===== src/rtl/v_lut_walker.sv =====
// v_lut_walker: walks every level of one product's list in `v` and
// streams the entries, then a completion summary.
// Ports: clk/arst_n; i_req_* / o_req_rdy walk request;
// i_busy holds off lookups; o_lut_* issue and i_lut_* response;
// o_ent_*_r entry stream; o_done_*_r walk summary.

package v_pkg;
    typedef logic [7:0]  id_t;
    typedef logic [4:0]  level_t;
    typedef logic [15:0] key_t;
    typedef logic [7:0]  size_t;
    typedef logic [5:0]  listsize_t;
endpackage

module v_lut_walker #(
    parameter int unsigned MAX_LEVELS     = 16,
    parameter int unsigned TIMEOUT_CYCLES = 16
) (
    input  logic              clk,
    input  logic              arst_n,
    input  logic              i_req_vld,
    input  v_pkg::id_t        i_req_prod_id,
    output logic              o_req_rdy,
    input  logic              i_busy,
    output logic              o_lut_vld,
    output v_pkg::id_t        o_lut_prod_id,
    output v_pkg::level_t     o_lut_level,
    input  logic              i_lut_vld_r,
    input  v_pkg::key_t       i_lut_key,
    input  v_pkg::size_t      i_lut_size,
    input  logic              i_lut_error,
    input  v_pkg::listsize_t  i_lut_listsize,
    output logic              o_ent_vld_r,
    output v_pkg::level_t     o_ent_level_r,
    output v_pkg::key_t       o_ent_key_r,
    output v_pkg::size_t      o_ent_size_r,
    output logic              o_ent_last_r,
    output logic              o_done_vld_r,
    output v_pkg::id_t        o_done_prod_id_r,
    output v_pkg::listsize_t  o_done_count_r,
    output logic              o_done_error_r
);

    localparam int CW = $bits(v_pkg::listsize_t);
    localparam int TW = $clog2(TIMEOUT_CYCLES + 1);

    typedef enum logic [1:0] {
        S_IDLE  = 2'd0,
        S_ISSUE = 2'd1,
        S_WAIT  = 2'd2,
        S_DONE  = 2'd3
    } state_t;

    state_t           state_q,      state_d;
    v_pkg::id_t       prod_q,       prod_d;
    v_pkg::level_t    level_q,      level_d;
    v_pkg::listsize_t count_q,      count_d;
    logic [TW-1:0]    timer_q,      timer_d;
    logic             ent_vld_q,    ent_vld_d;
    v_pkg::level_t    ent_level_q,  ent_level_d;
    v_pkg::key_t      ent_key_q,    ent_key_d;
    v_pkg::size_t     ent_size_q,   ent_size_d;
    logic             ent_last_q,   ent_last_d;
    logic             done_vld_q,   done_vld_d;
    v_pkg::id_t       done_prod_q,  done_prod_d;
    v_pkg::listsize_t done_count_q, done_count_d;
    logic             done_err_q,   done_err_d;

    // Level compared in list-size width so level+1 cannot wrap.
    v_pkg::listsize_t lvl_ext;
    v_pkg::listsize_t lvl_inc;
    v_pkg::listsize_t cnt_inc;
    logic             is_last;

    assign lvl_ext = CW'(level_q);
    assign lvl_inc = lvl_ext + CW'(1);
    assign is_last = (lvl_inc == i_lut_listsize) ||
                     (lvl_inc == CW'(MAX_LEVELS));
    assign cnt_inc = (count_q >= CW'(MAX_LEVELS)) ?
                     count_q : count_q + CW'(1);

    always_ff @(posedge clk or negedge arst_n) begin
        if (!arst_n) begin
            state_q      <= S_IDLE;
            prod_q       <= '0;
            level_q      <= '0;
            count_q      <= '0;
            timer_q      <= '0;
            ent_vld_q    <= 1'b0;
            ent_level_q  <= '0;
            ent_key_q    <= '0;
            ent_size_q   <= '0;
            ent_last_q   <= 1'b0;
            done_vld_q   <= 1'b0;
            done_prod_q  <= '0;
            done_count_q <= '0;
            done_err_q   <= 1'b0;
        end else begin
            state_q      <= state_d;
            prod_q       <= prod_d;
            level_q      <= level_d;
            count_q      <= count_d;
            timer_q      <= timer_d;
            ent_vld_q    <= ent_vld_d;
            ent_level_q  <= ent_level_d;
            ent_key_q    <= ent_key_d;
            ent_size_q   <= ent_size_d;
            ent_last_q   <= ent_last_d;
            done_vld_q   <= done_vld_d;
            done_prod_q  <= done_prod_d;
            done_count_q <= done_count_d;
            done_err_q   <= done_err_d;
        end
    end

    always_comb begin
        state_d      = state_q;
        prod_d       = prod_q;
        level_d      = level_q;
        count_d      = count_q;
        timer_d      = timer_q;
        ent_vld_d    = 1'b0;
        ent_level_d  = ent_level_q;
        ent_key_d    = ent_key_q;
        ent_size_d   = ent_size_q;
        ent_last_d   = ent_last_q;
        done_vld_d   = 1'b0;
        done_prod_d  = done_prod_q;
        done_count_d = done_count_q;
        done_err_d   = done_err_q;
        unique case (state_q)
            S_IDLE: begin
                if (i_req_vld) begin
                    prod_d  = i_req_prod_id;
                    level_d = '0;
                    count_d = '0;
                    state_d = S_ISSUE;
                end
            end
            S_ISSUE: begin
                if (!i_busy) begin
                    timer_d = '0;
                    state_d = S_WAIT;
                end
            end
            S_WAIT: begin
                if (i_lut_vld_r && !i_lut_error) begin
                    ent_vld_d   = 1'b1;
                    ent_level_d = level_q;
                    ent_key_d   = i_lut_key;
                    ent_size_d  = i_lut_size;
                    ent_last_d  = is_last;
                    count_d     = cnt_inc;
                    if (is_last) begin
                        state_d      = S_DONE;
                        done_vld_d   = 1'b1;
                        done_prod_d  = prod_q;
                        done_count_d = cnt_inc;
                        done_err_d   = 1'b0;
                    end else begin
                        level_d = level_q + 1'b1;
                        state_d = S_ISSUE;
                    end
                end else if (i_lut_vld_r) begin
                    // Error exactly at the list end is the normal stop.
                    state_d      = S_DONE;
                    done_vld_d   = 1'b1;
                    done_prod_d  = prod_q;
                    done_count_d = count_q;
                    done_err_d   = (lvl_ext != i_lut_listsize);
                end else if (timer_q == TW'(TIMEOUT_CYCLES - 1)) begin
                    state_d      = S_DONE;
                    done_vld_d   = 1'b1;
                    done_prod_d  = prod_q;
                    done_count_d = count_q;
                    done_err_d   = 1'b1;
                end else begin
                    timer_d = timer_q + 1'b1;
                end
            end
            S_DONE: begin
                state_d = S_IDLE;
            end
            default: begin
                state_d = S_IDLE;
            end
        endcase
    end

    always_comb begin
        o_req_rdy = (state_q == S_IDLE);
        o_lut_vld = (state_q == S_ISSUE) && !i_busy;
    end

    assign o_lut_prod_id    = prod_q;
    assign o_lut_level      = level_q;
    assign o_ent_vld_r      = ent_vld_q;
    assign o_ent_level_r    = ent_level_q;
    assign o_ent_key_r      = ent_key_q;
    assign o_ent_size_r     = ent_size_q;
    assign o_ent_last_r     = ent_last_q;
    assign o_done_vld_r     = done_vld_q;
    assign o_done_prod_id_r = done_prod_q;
    assign o_done_count_r   = done_count_q;
    assign o_done_error_r   = done_err_q;

endmodule


===== config.mk =====
export PLATFORM = sky130hd
export DESIGN_NAME = v_lut_walker
export DESIGN_NICKNAME = d
export VERILOG_FILES = /design/src/rtl/v_lut_walker.sv
export SDC_FILE = /design/constraint.sdc
export NUM_CORES = 1
export LEC_CHECK = 0
export BUFFER_PORTS_ARGS = -buffer_cell sky130_fd_sc_hd__buf_2
export CELL_PAD_IN_SITES_DETAIL_PLACEMENT = 1
export CELL_PAD_IN_SITES_GLOBAL_PLACEMENT = 2
export CORE_MARGIN = 2
export CORE_UTILIZATION = 28
export DETAILED_ROUTE_END_ITERATION = 12
export PLACE_DENSITY = 0.87
export SLEW_MARGIN = 15
export SYNTH_ARGS = -nofsm -noshare
export SYNTH_HDL_FRONTEND = slang
export SYNTH_SLANG_ARGS = --single-unit

===== constraint.sdc =====
create_clock -name clk -period 2.1 [get_ports clk]
set_input_delay 0.315 -clock clk [delete_from_list [all_inputs] [get_ports clk]]
set_output_delay 0.315 -clock clk [all_outputs]
set_load 0.005 [all_outputs]

==> results of run 1 <==
==> area by class of cell <==
| class | instances | area share |
|---|---|---|
| clock buffers | 9 | 0.0491 |
| clock inverters | 7 | 0.0273 |
| flip-flops and latches | 73 | 0.400 |
| well taps | 143 | 0.0390 |
| repair buffers | 128 | 0.160 |
| multi-input cells | 216 | 0.321 |
| inverters | 5 | 0.00409 |
==> final timing paths <==
kind / cells after the start / slack, ps / to / startpoint
worst max-delay path: 7 / 50 / o_done_prod_id_r[3]$_DFFE_PN0P_ / o_lut_level[0]$_DFFE_PN0P_
worst min-delay path: 3 / 170 / o_ent_size_r[4]$_DFFE_PN0P_ / i_lut_size[4]
worst max register to register: 7 / 50 / o_done_prod_id_r[3]$_DFFE_PN0P_ / o_lut_level[0]$_DFFE_PN0P_
worst min register to register: 2 / 480 / o_ent_key_r[3]$_DFFE_PN0P_ / o_ent_key_r[3]$_DFFE_PN0P_
max in group asynchronous: 3 / 1080 / o_ent_last_r$_DFFE_PN0P_ / arst_n
min in group asynchronous: 2 / 480 / o_lut_prod_id[6]$_DFFE_PN0P_ / arst_n
==> registers in the layout, indices dropped and copies added, names as in the netlist, 5 cells and up <==
signal and cells:
timer_q 5, o_done_prod_id_r 8, o_ent_key_r 16, count_q 6, o_done_count_r 6, o_ent_level_r 5
o_lut_prod_id 8, o_ent_size_r 8, o_lut_level 5
==> power groups by stage <==
stage | logic, mW | clock network [mW] | registers, mW
floorplan | 0.766 | 0 | 2.23
global placement | 1.54 | 0 | 2.19
detailed placement | 1.60 | 0 | 2.22
CTS | 1.63 | 1.85 | 2.21
global route | 1.81 | 1.90 | 2.27
finish | 1.62 | 1.80 | 2.20
==> per-layer routing <==
metal | part of all wire | global-route usage | vias to the layer above
met3 | 0.030 | 0.0324 | 7
met1 | 0.43 | 0.176 | 1356
met2 | 0.52 | 0.262 | 51
li1 | - | - | 1264
met5 | 0 | 0 | -
met4 | 0.014 | 0.0439 | 0
==> cells by family (layout without fill, tap and decap cells) <==
kind of cell / Yosys count / count (layout) / share of synthesized area
AOI/OAI and AO/OA: 28 / 28 / 0.0687
xor gates and xnor gates: 14 / 14 / 0.0454
adders and majority gates: 4 / 4 / 0.0153
buffers and inverters: 16 / 149 / 0.0263
DFF: 73 / 73 / 0.557
muxes: 25 / 25 / 0.0946
and+or+nand+nor: 145 / 145 / 0.193
==> synth_stat cells (all sizes together) (2+ instances only) <==
master / instances / area (um2)
o22ai: 2 / 12.5
o21ai: 12 / 71.3
or2: 2 / 12.5
mux2: 24 / 300
and3: 3 / 23.8
nand2: 101 / 379
buf: 4 / 41.3
nor2b: 4 / 25.0
nand3b: 2 / 15.0
xnor2: 4 / 53.8
ha: 4 / 50.1
dfrtp: 73 / 1830
nor3b: 2 / 15.0
inv: 4 / 15.0
nand2b: 4 / 25.0
xor2: 10 / 95.1
nand3: 4 / 20.0
a21oi: 2 / 10.0
clkbuf: 7 / 26.3
nand4: 2 / 12.5
a22o: 3 / 26.3
nor2: 15 / 58.8
and4b: 2 / 20.0
nor3: 2 / 10.0
==> worst max-delay path, cell delays in order, from the launching register on <==
cell	delay [ps]
sky130_fd_sc_hd__dfrtp_2	450
sky130_fd_sc_hd__buf_4	170
sky130_fd_sc_hd__xnor2_2	160
sky130_fd_sc_hd__a2111oi_4	370
sky130_fd_sc_hd__and3_4	260
sky130_fd_sc_hd__o21ai_4	60
sky130_fd_sc_hd__buf_12	160
sky130_fd_sc_hd__mux2_4	300
==> stage by stage <==
| step | worst slack [ps] | instance area [um2] |
|---|---|---|
| detailed placement | -44.5 | 4120 |
| floorplan | 48.0 | 3290 |
| global placement | 47.5 | 4120 |
| global route | -17.2 | 4580 |
| finish | 48.5 | 4580 |
| CTS | 8.60 | 4510 |
==> what timing repair did <==
| item | CTS | global route |
|---|---|---|
| pin swaps | 1 | 1 |
| setup buffers | 1 | 0 |
| hold buffers | 1 | 0 |
| endpoints found under the setup margin | 14 | 20 |
| resized for setup | 5 | 12 |
| endpoints found under the hold margin | 33 | 0 |
==> metrics.md, run 1 <==
| Metric | Value |
|---|---|
| Status | `finished, final reports clean` |
| Kind of start point of the critical path | `register` |
| Pins over their slew limit | `0` |
| Synthesis warning total | `0` |
| Final worst-path cycle share | `0.977` |
| Transition time at the pin with the least slew margin | `507 ps` |
| Final worst hold slack | `173 ps` |
| Final Hold Vio Count | `0` |
| Switch share | `0.304` |
| Number of instances in the placed design | `563` |
| Ant. Diodes | `0` |
| Avg Inst Size Synth | `10.8 um2` |
| Number of standard cells in the final layout excluding fillers | `581` |
| # rows | `39` |
| Global-route wire length before repair | `14800 um` |
| 1st-iter DRT viols | `78` |
| Maximum count of clock buffers along a single path | `2` |
| Critical Path Fanout Max | `16` |
| Initial core utilization | `0.287` |
| Syn Nets | `353` |
| Seq cells post-synth | `73` |
| Endpoints failing setup | `0` |
| Setup TNS Final | `0 ps` |
| GP Congestion | `0.817` |
| I/O Pins | `106` |
| Number of clock buffers inserted by TritonCTS | `9` |
| Data arrival time of the worst path | `2260 ps` |
| Horizontal extent of the die | `112 um` |
| Commonest cells after routing, fill and taps aside | `sky130_fd_sc_hd__buf_2 (104), sky130_fd_sc_hd__nand2_1 (101), sky130_fd_sc_hd__dfrtp_1 (69), sky130_fd_sc_hd__buf_4 (20)` |
| Instance count of the mapped netlist | `305` |
| TritonCTS clock tree | `built` |
| Power density cells | `1230 mW/mm2` |
| P_leak | `2.40 nW` |
| DRT Pass-1 Iters | `4` |
| Max-cap violations | `0` |
| Die Y-Extent | `112 um` |
| Relative area change from synthesis to final layout | `39.8%` |
| Count of H-tree levels built during CTS | `3` |
| Power spent charging and discharging nets | `1.71 mW` |
| Post-route total power | `5.63 mW` |
| Clock sink total | `73` |
| Overall via count from detail_route | `2678` |
| Power share of the sequential group | `0.391` |
| Netlist area before placement | `0.00328 mm2` |
| Total Routing Usage GR | `0.146` |
| Proportion of power drawn by combinational gates | `0.288` |
| Main flop type after synthesis | `sky130_fd_sc_hd__dfrtp_1` |
| Root Buffer Master | `sky130_fd_sc_hd__clkbuf_16` |
| Seq. cell area | `0.00183 mm2` |
| DR WL/cell | `15.5 um` |
| Critical path type | `register to register` |
| Register area share after synthesis | `0.557` |
| Setup repair after global routing missed its margin | `yes` |
| Fraction of final layout cells with drive strength greater than 1 | `0.434` |
| Cell-internal power | `3.92 mW` |
| HPWL after detailed placement | `6520 um` |
| Antenna violations before repair | `0` |
| Global-route congestion overflow total | `0` |
| Antenna-violating nets left | `0` |
| Clock-pin slew on the worst setup and hold paths | `60 ps` |
| Core Footprint | `0.0114 mm2` |
| Hold Path Class | `input port to register` |
| Clock share of power | `0.321` |
| Maximum number of pins on one net before global-route repair | `36` |
| Number of different library cells in the post-synthesis netlist | `47` |
| Largest vdd supply drop | `0.000370 V` |
| Proportion of synthesized flip-flops having asynchronous set or reset | `1.00` |
| Multi-input combinational cell area | `0.00147 mm2` |
| DRC errors left | `0` |
| Most common library cell in the layout ignoring fill and taps | `sky130_fd_sc_hd__buf_2` |
| Nature of the critical path endpoint | `register` |
| Nets | `481` |
| Clock period minus worst slack | `2050 ps` |
| Highest clock rate | `0.487 GHz` |
| Worst max-slew margin expressed relative to the limit | `0.661` |
| Area enclosed by the die boundary | `0.0126 mm2` |
| Count of flip-flops with a built-in enable after synthesis | `0` |
| Wire length reported by the detailed router | `9030 um` |
| Via count of the first global-routing pass | `2967` |
| Util after Layout | `0.401` |
| Worst setup skew after layout | `9.07 ps` |
| Detailed-route vias per instance | `4.61` |
| IO buf count | `105` |
| Worst Path Required | `2310 ps` |
| Fill cell instance count of the final layout | `1311` |
| Clock latency at the later pin of the worst-skew pair | `330 ps` |
No activity file was read; power rests on OpenSTA's default activity.
==> inputs of run 2 (changes only) <==
==> config.mk (replaced) <==
export PLATFORM = sky130hd
export DESIGN_NAME = v_lut_walker
export DESIGN_NICKNAME = d
export VERILOG_FILES = /design/src/rtl/v_lut_walker.sv
export SDC_FILE = /design/constraint.sdc
export NUM_CORES = 1
export LEC_CHECK = 0
export CELL_PAD_IN_SITES_DETAIL_PLACEMENT = 1
export CELL_PAD_IN_SITES_GLOBAL_PLACEMENT = 2
export CORE_MARGIN = 2
export CORE_UTILIZATION = 34
export DETAILED_ROUTE_END_ITERATION = 12
export DONT_BUFFER_PORTS = 1
export PLACE_DENSITY = 0.84
export SLEW_MARGIN = 15
export SYNTH_ARGS = -nofsm -noshare
export SYNTH_HDL_FRONTEND = slang
export SYNTH_SLANG_ARGS = --single-unit
==> run 2 against run 1 <==
The flow now finishes with violations (negative setup slack). Total power down 14%. Non-clock buffer count down 94. Critical path depth up 1. Highest routed layer unchanged.
==> metrics.md, run 2 (synthesis gave the netlist of run 1 again) <==
| Metric | Value |
|---|---|
| Status | `finished, violations left` |
| Violated checks | `negative setup slack` |
| Clock sink total | `73 (unchanged)` |
| Transition time at the pin with the least slew margin | `488 ps (-19.5 ps)` |
| DRT Pass-1 Iters | `4 (unchanged)` |
| Final worst-path cycle share | `1.01 (+0.0370)` |
| Commonest cells after routing, fill and taps aside | `sky130_fd_sc_hd__nand2_1 (100), sky130_fd_sc_hd__dfrtp_1 (68), sky130_fd_sc_hd__buf_4 (28), sky130_fd_sc_hd__mux2_2 (14), sky130_fd_sc_hd__nor2_1 (13)` |
| Worst Min Path Start | `i_lut_key[0]` |
| Setup repair after global routing missed its margin | `yes` |
| Fraction of final layout cells with drive strength greater than 1 | `0.278 (-0.156)` |
| Power density cells | `1200 mW/mm2 (-2.2%)` |
| Final worst hold slack | `70.0 ps (-103 ps)` |
| Endpoints failing setup | `12 (+12)` |
| Most common library cell in the layout ignoring fill and taps | `sky130_fd_sc_hd__nand2_1` |
| Hold Path Class | `input port to register` |
| # rows | `35 (-10%)` |
| Initial core utilization | `0.353 (+0.0660)` |
| Relative area change from synthesis to final layout | `22.5%` |
| Setup TNS Final | `-182 ps (-182 ps)` |
| Number of clock buffers inserted by TritonCTS | `9 (unchanged)` |
| I/O Pins | `106 (unchanged)` |
| Overall via count from detail_route | `2345 (-12%)` |
| Ant. Diodes | `0 (unchanged)` |
| Crit Reg-Reg Startpoint | `o_lut_level[0]$_DFFE_PN0P_` |
| Pins over their slew limit | `0 (unchanged)` |
| Dpl cell area | `0.00357 mm2 (-13%)` |
| Count of H-tree levels built during CTS | `3 (unchanged)` |
| Kind of start point of the critical path | `register` |
| Cells along the critical path | `buf_6 > xnor2_2 > buf_4 > a2111oi_4 > and3_4 > o21ai_4 > buf_12 > mux2_4` |
| Core Footprint | `0.00928 mm2 (-19%)` |
| Clock-pin slew on the worst setup and hold paths | `80 ps (+20 ps)` |
| Final Hold Vio Count | `0 (unchanged)` |
| HPWL after detailed placement | `5870 um (-9.9%)` |
| DR WL/cell | `17.9 um (+15%)` |
| Worst max-slew margin expressed relative to the limit | `0.672 (+0.0113)` |
| Setup slack of the critical path after layout | `-29.3 ps (-77.8 ps)` |
| Antenna-violating nets left | `0 (unchanged)` |
| Clock period minus worst slack | `2130 ps (+77.8 ps)` |
| IO buf count | `0 (-100%)` |
| Endpoint of the lowest-slack register-to-register path | `o_done_prod_id_r[1]$_DFFE_PN0P_` |
| 1st-iter DRT viols | `74 (-5.1%)` |
| Worst setup skew after layout | `12.9 ps (+3.80 ps)` |
| Summed area of non-filler cells in the final layout | `0.00402 mm2 (-12%)` |
| Detailed-route vias per instance | `4.95 (+7.3%)` |
| GP Congestion | `0.820 (+0.35%)` |
| TritonCTS clock tree | `built` |
| Nets | `388 (-19%)` |
| Total Routing Usage GR | `0.174 (+0.0272)` |
| Antenna violations before repair | `0 (unchanged)` |
| Maximum number of pins on one net before global-route repair | `74 (+110%)` |
| DRC errors left | `0 (unchanged)` |
| Largest delay share family, worst path | `flip-flops` |
| Max-cap violations | `0 (unchanged)` |
| Horizontal extent of the die | `102 um (-8.9%)` |
| Global-route wire length before repair | `13600 um (-7.5%)` |
| Data arrival time of the worst path | `2360 ps (+100 ps)` |
| Via count of the first global-routing pass | `2601 (-12%)` |
| Clock latency at the later pin of the worst-skew pair | `340 ps (about the same)` |
| Flop-to-flop setup slack | `-30 ps (-80 ps)` |
| Worst Path Required | `2330 ps (+20 ps)` |
| Area enclosed by the die boundary | `0.0104 mm2 (-17%)` |
| Die Y-Extent | `102 um (-8.9%)` |
| Critical path type | `register to register` |
| Largest vdd supply drop | `0.000393 V (+6.4%)` |
| Nature of the critical path endpoint | `register` |
| Worst slack after detailed placement | `-179 ps (-134 ps)` |
| P_leak | `1.95 nW (-19%)` |
| Fill cell instance count of the final layout | `1031 (-21%)` |
| Root Buffer Master | `sky130_fd_sc_hd__clkbuf_8` |
| Worst r2r path cells | `8 (+1)` |
| Global-route congestion overflow total | `0 (unchanged)` |
| CP bufs+invs | `3 (+1)` |
| Wire length reported by the detailed router | `8490 um (-6.0%)` |
| Worst hold stages | `2 (-1)` |
| Maximum count of clock buffers along a single path | `2 (unchanged)` |
| Standard cell with the maximum stage delay on the critical path | `sky130_fd_sc_hd__dfrtp_2` |
| Destination of the worst hold path | `o_ent_key_r[0]$_DFFE_PN0P_` |
| Critical Path Fanout Max | `8 (-8)` |
| Largest stage delay on the critical path | `450 ps (about the same)` |
| Highest clock rate | `0.470 GHz (-3.7%)` |
| Number of flip-flops in the largest register | `16 (unchanged)` |
## run 2: cell count changes in the layout (fill, tap and decap cells not counted), sizes merged
cell,before,now
buf,127,33
clkbuf,9,11
inv,6,4
o21ai,12,13
## run 2: timing repair
| item | CTS | global route |
|---|---|---|
| hold buffers | 2 | 0 |
| endpoints found under the setup margin | 20 | 19 |
| pin swaps | 5 | 7 |
| cloned | 1 | 0 |
| resized for setup | 9 | 10 |
| buffers inserted | 8 | 2 |
| hold endpoints to repair | 73 | 0 |
## run 2: worst max path at each step
stage                          startpoint                              end  depth (start not counted)
2_1_floorplan  o_lut_level[0]$_DFFE_PN0P_    o_done_count_r[5]$_DFFE_PN0P_                          7
5_1_grt        o_lut_level[0]$_DFFE_PN0P_  o_done_prod_id_r[1]$_DFFE_PN0P_                          8
4_1_cts        o_lut_level[1]$_DFFE_PN0P_  o_done_prod_id_r[1]$_DFFE_PN0P_                          7
6_report       o_lut_level[0]$_DFFE_PN0P_  o_done_prod_id_r[1]$_DFFE_PN0P_                          8
3_5_place_dp   o_lut_level[3]$_DFFE_PN0P_    o_done_count_r[3]$_DFFE_PN0P_                          6
3_3_place_gp   o_lut_level[1]$_DFFE_PN0P_    o_done_count_r[3]$_DFFE_PN0P_                          6
## run 2: report_power, final
| part | internal (mW) | switching [mW] |
|---|---|---|
| Combinational | 0.596 | 0.544 |
| Sequential | 1.88 | 0.433 |
| Clock | 0.823 | 0.542 |
| Total | 3.30 | 1.52 |
## run 2: layout make-up
type,instances,area [um2],area share
clock inverter,5,104,0.0259
tap,129,161,0.0402
inverter,5,18.8,0.00467
timing repair buffer,34,302,0.0751
multi-input combinational,217,1460,0.363
sequential,73,1830,0.456
clock buffer,11,141,0.0352
## run 2: layer usage
metal	wire length, um	part of all wire	global-route usage
met5	0	0	0
met4	122	0.014	0.0605
met2	4500	0.53	0.296
met1	3440	0.41	0.212
met3	430	0.051	0.0479
## run 2: through the flow
stage / instances / util / total power, mW
2_1_floorplan: 305 / - / 2.99
3_3_place_gp: 447 / 0.384 / 3.29
3_5_place_dp: 447 / 0.384 / 3.38
4_1_cts: 474 / 0.429 / 4.90
5_1_grt: 474 / 0.433 / 5.15
6_report: 474 / 0.433 / 4.82
